**src/rtl/counter_sequencer_pkg.sv**
```systemverilog
// Shared definitions for the counter sequencer: FSM state encoding and small helpers.
// The bench imports this package so that both sides decode state values identically.
package counter_sequencer_pkg;

    localparam int SEQ_STATE_W = 2;

    // Encodings are fixed so that raw state values in waveforms match the documentation.
    typedef enum logic [SEQ_STATE_W-1:0] {
        IDLE  = 2'd0,
        START = 2'd1,
        RUN   = 2'd2,
        GAP   = 2'd3
    } seq_state_t;

    // A burst is in progress in every state except IDLE.
    function automatic logic state_is_busy(input seq_state_t s);
        return (s != IDLE);
    endfunction

endpackage

```
**src/rtl/counter_sequencer_sync_edge_detect.sv**
```systemverilog
// Synchroniser for an asynchronous level input followed by a rising-edge pulse.
// Reusable for any board-level input such as buttons.
module sync_edge_detect #(
    parameter int STAGES = 2
) (
    input  logic clock,
    input  logic reset_n,
    input  logic async_in,
    output logic rise
);

    logic [STAGES-1:0] sync_reg;
    logic              prev_reg;

    // Shift the raw input through the synchroniser chain; the last stage is the safe level.
    always_ff @(posedge clock or negedge reset_n) begin
        if (!reset_n) begin
            sync_reg <= '0;
            prev_reg <= 1'b0;
        end else begin
            sync_reg <= {sync_reg[STAGES-2:0], async_in};
            prev_reg <= sync_reg[STAGES-1];
        end
    end

    // The pulse is combinational from flops so the consumer sees it one edge after the
    // synchronised level rises; the consumer registers everything it drives out.
    assign rise = sync_reg[STAGES-1] & ~prev_reg;

endmodule

```
**src/rtl/counter_sequencer.sv**
```systemverilog
// Upstream control stage for the counter block: converts a trigger edge into a burst of
// RUN_COUNT counter runs separated by GAP_CYCLES idle cycles, with watchdog and abort.
module counter_sequencer
    import counter_sequencer_pkg::*;
#(
    parameter int SYNC_STAGES    = 2,
    parameter int RUN_W          = 8,
    parameter int RUN_COUNT      = 4,
    parameter int GAP_W          = 16,
    parameter int GAP_CYCLES     = 16,
    parameter int TMO_W          = 16,
    parameter int TIMEOUT_CYCLES = 1024
) (
    input  logic             clock,
    input  logic             reset_n,
    input  logic             trigger,
    input  logic             abort,
    input  logic             counter_done,
    input  logic             counter_enabled,
    output logic             counter_start,
    output logic             busy,
    output logic [RUN_W-1:0] run_index,
    output logic             all_done,
    output logic             timeout
);

    // Elaboration-time guards on parameter ranges that the logic below relies on.
    if (SYNC_STAGES < 2) begin : g_bad_sync_stages
        $error("counter_sequencer: SYNC_STAGES must be 2 or more");
    end
    if (RUN_COUNT < 1 || RUN_COUNT > (2 ** RUN_W)) begin : g_bad_run_count
        $error("counter_sequencer: RUN_COUNT must be in 1..2^RUN_W");
    end
    if (TIMEOUT_CYCLES < 1) begin : g_bad_timeout
        $error("counter_sequencer: TIMEOUT_CYCLES must be 1 or more");
    end

    // Index of the final run of a burst.
    localparam logic [RUN_W-1:0] LAST_RUN = RUN_W'(RUN_COUNT - 1);
    // Gap counter is loaded with GAP_CYCLES-1 and counts down to zero, giving exactly
    // GAP_CYCLES cycles in GAP.
    localparam logic [GAP_W-1:0] GAP_LOAD = GAP_W'((GAP_CYCLES > 0) ? (GAP_CYCLES - 1) : 0);
    // Watchdog fires on the TIMEOUT_CYCLES-th cycle spent in RUN.
    localparam logic [TMO_W-1:0] TMO_LAST = TMO_W'(TIMEOUT_CYCLES - 1);

    seq_state_t       state_reg, state_next;
    logic [RUN_W-1:0] run_index_reg, run_index_next;
    logic [GAP_W-1:0] gap_reg, gap_next;
    logic [TMO_W-1:0] wdog_reg, wdog_next;
    logic             timeout_reg, timeout_next;
    logic             all_done_reg, all_done_next;
    logic             counter_start_reg;
    logic             busy_reg;
    logic             trig_rise;

    sync_edge_detect #(
        .STAGES   (SYNC_STAGES)
    ) u_trigger_sync (
        .clock    (clock),
        .reset_n  (reset_n),
        .async_in (trigger),
        .rise     (trig_rise)
    );

    // Next-state and next-value logic; priority is abort, then done, then watchdog, then trigger.
    always_comb begin
        state_next     = state_reg;
        run_index_next = run_index_reg;
        gap_next       = gap_reg;
        wdog_next      = wdog_reg;
        timeout_next   = timeout_reg;
        all_done_next  = 1'b0;

        case (state_reg)
            IDLE: begin
                // Abort is ignored here; trigger edges start a fresh burst.
                if (trig_rise) begin
                    state_next     = START;
                    run_index_next = '0;
                    timeout_next   = 1'b0;
                end
            end

            START: begin
                if (abort) begin
                    state_next = IDLE;
                end else begin
                    state_next = RUN;
                    wdog_next  = '0;
                end
            end

            RUN: begin
                if (abort) begin
                    state_next = IDLE;
                end else if (counter_done) begin
                    if (run_index_reg == LAST_RUN) begin
                        state_next    = IDLE;
                        all_done_next = 1'b1;
                    end else begin
                        run_index_next = run_index_reg + 1'b1;
                        if (GAP_CYCLES > 0) begin
                            state_next = GAP;
                            gap_next   = GAP_LOAD;
                        end else begin
                            state_next = START;
                        end
                    end
                end else if (wdog_reg == TMO_LAST) begin
                    state_next   = IDLE;
                    timeout_next = 1'b1;
                end else begin
                    wdog_next = wdog_reg + 1'b1;
                end
            end

            GAP: begin
                if (abort) begin
                    state_next = IDLE;
                end else if (gap_reg == '0) begin
                    state_next = START;
                end else begin
                    gap_next = gap_reg - 1'b1;
                end
            end

            default: begin
                state_next = IDLE;
            end
        endcase
    end

    // State, counters and all outputs are registered; outputs are decoded from the next state.
    always_ff @(posedge clock or negedge reset_n) begin
        if (!reset_n) begin
            state_reg         <= IDLE;
            run_index_reg     <= '0;
            gap_reg           <= '0;
            wdog_reg          <= '0;
            timeout_reg       <= 1'b0;
            all_done_reg      <= 1'b0;
            counter_start_reg <= 1'b0;
            busy_reg          <= 1'b0;
        end else begin
            state_reg         <= state_next;
            run_index_reg     <= run_index_next;
            gap_reg           <= gap_next;
            wdog_reg          <= wdog_next;
            timeout_reg       <= timeout_next;
            all_done_reg      <= all_done_next;
            counter_start_reg <= (state_next == START);
            busy_reg          <= state_is_busy(state_next);
        end
    end

    assign counter_start = counter_start_reg;
    assign busy          = busy_reg;
    assign run_index     = run_index_reg;
    assign all_done      = all_done_reg;
    assign timeout       = timeout_reg;

    // START always moves on after one cycle, so start pulses are never adjacent.
    a_no_double_start: assert property (
        @(posedge clock) disable iff (!reset_n) counter_start |=> !counter_start);

    // A done pulse outside RUN has no effect; flag it because it hints at a mis-wired counter.
    a_done_in_run: assert property (
        @(posedge clock) disable iff (!reset_n) counter_done |-> (state_reg == RUN))
        else $warning("counter_sequencer: counter_done outside RUN ignored");

    // A counter that reports done should also report itself busy.
    a_done_when_enabled: assert property (
        @(posedge clock) disable iff (!reset_n) counter_done |-> counter_enabled)
        else $warning("counter_sequencer: counter_done while counter not enabled");

endmodule
```
**config.mk**
```make
export PLATFORM = sky130hd
export DESIGN_NAME = counter_sequencer
export DESIGN_NICKNAME = d
export VERILOG_FILES = /design/src/rtl/counter_sequencer_pkg.sv /design/src/rtl/counter_sequencer_sync_edge_detect.sv /design/src/rtl/counter_sequencer.sv
export SDC_FILE = /design/constraint.sdc
export NUM_CORES = 1
export LEC_CHECK = 0
export CORE_ASPECT_RATIO = 0.5
export CORE_MARGIN = 2
export CORE_UTILIZATION = 50
export CTS_CLUSTER_DIAMETER = 50
export DETAILED_ROUTE_END_ITERATION = 10
export GPL_TIMING_DRIVEN = 0
export PLACE_DENSITY = 0.71
export SYNTH_ARGS = -nofsm -noshare
export SYNTH_HDL_FRONTEND = slang
export SYNTH_HIERARCHICAL = 1
export SYNTH_SLANG_ARGS = --single-unit
```
**constraint.sdc**
```tcl
create_clock -name clock -period 2.9 [get_ports clock]
set_input_delay 0.87 -clock clock [delete_from_list [all_inputs] [get_ports clock]]
set_output_delay 0.87 -clock clock [all_outputs]
set_load 0.005 [all_outputs]
```
==> metrics.txt <==
status=complete, no violations; die extent in x=108.0 um; min-delay src=u_trigger_sync/sync_reg[0]; synth unique cells=47; Min-Delay Path Class=register to register; CP Class=primary input to register; core area=5067 um2; Nets=311; unrepaired setup endpoints after global routing=false; Finished Layout Cells=372; Avg Cell Area, Syn=9.717 um2; starting density of the core=53.31%; Num CTS Buffers=5; die area=6043 um2; P per Cell Area=635.3 nW/um2; Filler cells=452; cell count after synthesis=278; R2R Setup Slk=0.23 ns; Hold Buf Count CTS=0; CP bufs+invs=1; Area Growth Syn to Fin=13.62%; Max FO, Critical Path=10; met3 usage=5.504%; vias per std cell=6.261; startpoint types=primary input; GRT met2 Usage=33.15%; Inserted Diodes=0; max incr delay on CP=0.78 ns; Vias=2,329; Min-Delay Endpoint=u_trigger_sync/sync_reg[1]; Reg area=1226 um2; Critical Path RT=3.14 ns; sequential area share after synthesis=45.39%; number of synthesized register bits=49; clk root buf=clkbuf_8; top-area cell type share of the netlist area=45.39%; post-route minimum period=2.720 ns; FF-to-FF Start=gap_reg[6]; Post-CTS Setup Bufs=0; met1 GRT Util=29.28%; GRT Total Usage=21.49%; Slew Viols, Final=0; Initial DRC Count=164; worst-case reg-to-reg path depth=6; GR peak layer=met2; initial antenna violation count=0; peak supply drop=0.3670 mV; DRC viols=0; IO Count=18; WL/cell=16.00 um; std cell rows=18; RD Place Congestion=0.8754; Die Ht=55.98 um; R2R Path End=gap_reg[0]; endpoints failing setup=0; largest cells by area after synthesis=dfrtp_1 45%, o31ai_1 4.4%, or4_1 4.4%, a21oi_1 3.3%, nand2_1 2.9%; first-pass GRT wire length=10.16 mm; DRT Wirelength=5.952 mm; ys flop type=dfrtp_1; Yosys warnings=6; Post-synth EDFFs=0; fin crit share=93.80%; CTS resizes=1; Hold WS=0.3560 ns; clk sinks=49; H-tree Lvls=2; leakage power=1.191 nW; commonest non-fill, non-tap cell in the layout=dfrtp_1; Final Skew=0.01388 ns; critical path's top delay family=simple AND/OR/NAND/NOR gates; Worst Setup End Kind=register; share of post-route cells with drive strength above 1=7.285%; Worst Max-Slew Pin Slew=1.177 ns; port bufs=15; area of the multi-input gates=1400 um2; remaining global-route overflow=0; syn_nets=288; ANT nets after route=0; Crit-path slowest cell=nor4b_2; asr flop ratio synth=100.0%; area of the mapped netlist=2701 um2; cells along the critical path=dlygate4sd2_1 -> nor4b_2 -> o211ai_1 -> or4_1 -> a21oi_1; Yosys top cell by area=dfrtp_1; Worst slew margin=20.90%; final hold violation count=0; HPWL after DPL=4.116 mm; critical path arrival=2.96 ns; fmax=367.6 MHz; largest net degree at the start of global routing=35; clk buf depth=2; clock-pin slew on the worst setup and hold paths=0.09 ns; dpl cells=364; commonest non-fill, non-tap cells in the layout=49 x dfrtp_1, 21 x nand2_1, 18 x a21oi_1; Max-cap violations=0; Hold Crit Depth=0; number of global-route vias before repair=2,141; detailed-router iteration count before antenna repair=4; CTS tree=yes; clk_lat worst skew=0.32 ns
==> logic make-up after synthesis <==
kind of cell	after synthesis	share of synthesized area, %
AOI/OAI and AO/OA	63	15.89
xor gates and xnor gates	4	1.297
adders and majority gates	4	1.853
buffers and inverters	17	2.779
DFF	49	45.39
muxes	8	3.011
and+or+nand+nor	133	29.78
==> how the worst max path moves through the flow <==
stage | start | to | slack (ns) | cells past startpoint
after floorplan | abort | wdog_reg[13] | 0.08 | 5
after global placement | reset_n | wdog_reg[11] | -0.47 | 1
after detailed placement | counter_done | wdog_reg[15] | -0.36 | 5
after CTS | counter_done | wdog_reg[15] | 0.19 | 5
after global routing | gap_reg[6] | gap_reg[0] | 0.01 | 6
final | counter_done | wdog_reg[14] | 0.18 | 5
==> cell usage after synthesis (all sizes together) (7+ instances only) <==
| library cell | number |
|---|---|
| mux2i | 7 |
| dfrtp | 49 |
| o31ai | 16 |
| or4 | 16 |
| nand3 | 14 |
| nand2b | 8 |
| nand2 | 21 |
| nor3 | 11 |
| inv | 7 |
| a21oi | 18 |
| nor2 | 15 |
| nor4 | 8 |
==> per-stage QoR <==
stage,power [W],utilization (%),instance area [um2],TNS [ns],worst slack [ns]
after floorplan,0.001242,-,2701,0,0.08039
after global placement,0.001415,58.00,2939,-24.90,-0.4690
after detailed placement,0.001440,58.30,2954,-3.313,-0.3638
after CTS,0.001961,60.57,3069,0,0.1910
after global routing,0.002071,60.57,3069,0,0.01444
final,0.001950,60.57,3069,0,0.1799
==> routing by layer <==
| layer | share of wire, % | up-vias | wire length [um] |
|---|---|---|---|
| li1 | - | 1128 | - |
| met1 | 50 | 1147 | 2951 |
| met2 | 46 | 41 | 2711 |
| met3 | 3.2 | 13 | 193 |
| met4 | 1.6 | 0 | 95 |
| met5 | 0 | - | 0 |
==> report_power, final <==
part | switching (W) | internal [W]
clock network | 0.000237 | 0.000282
registers | 0.000116 | 0.000793
logic | 0.000288 | 0.000235
total | 0.000640 | 0.00131
==> final cells by class <==
type | count | area share [%]
multi-input cells | 212 | 45.62
plain buffers | 10 | 1.590
clock buffers | 7 | 2.813
flip-flops and latches | 49 | 39.95
inverters | 7 | 0.8561
well taps | 70 | 2.854
clock inverters | 1 | 0.9784
repair buffers | 16 | 5.340
No activity file was read; power rests on OpenSTA's default activity.
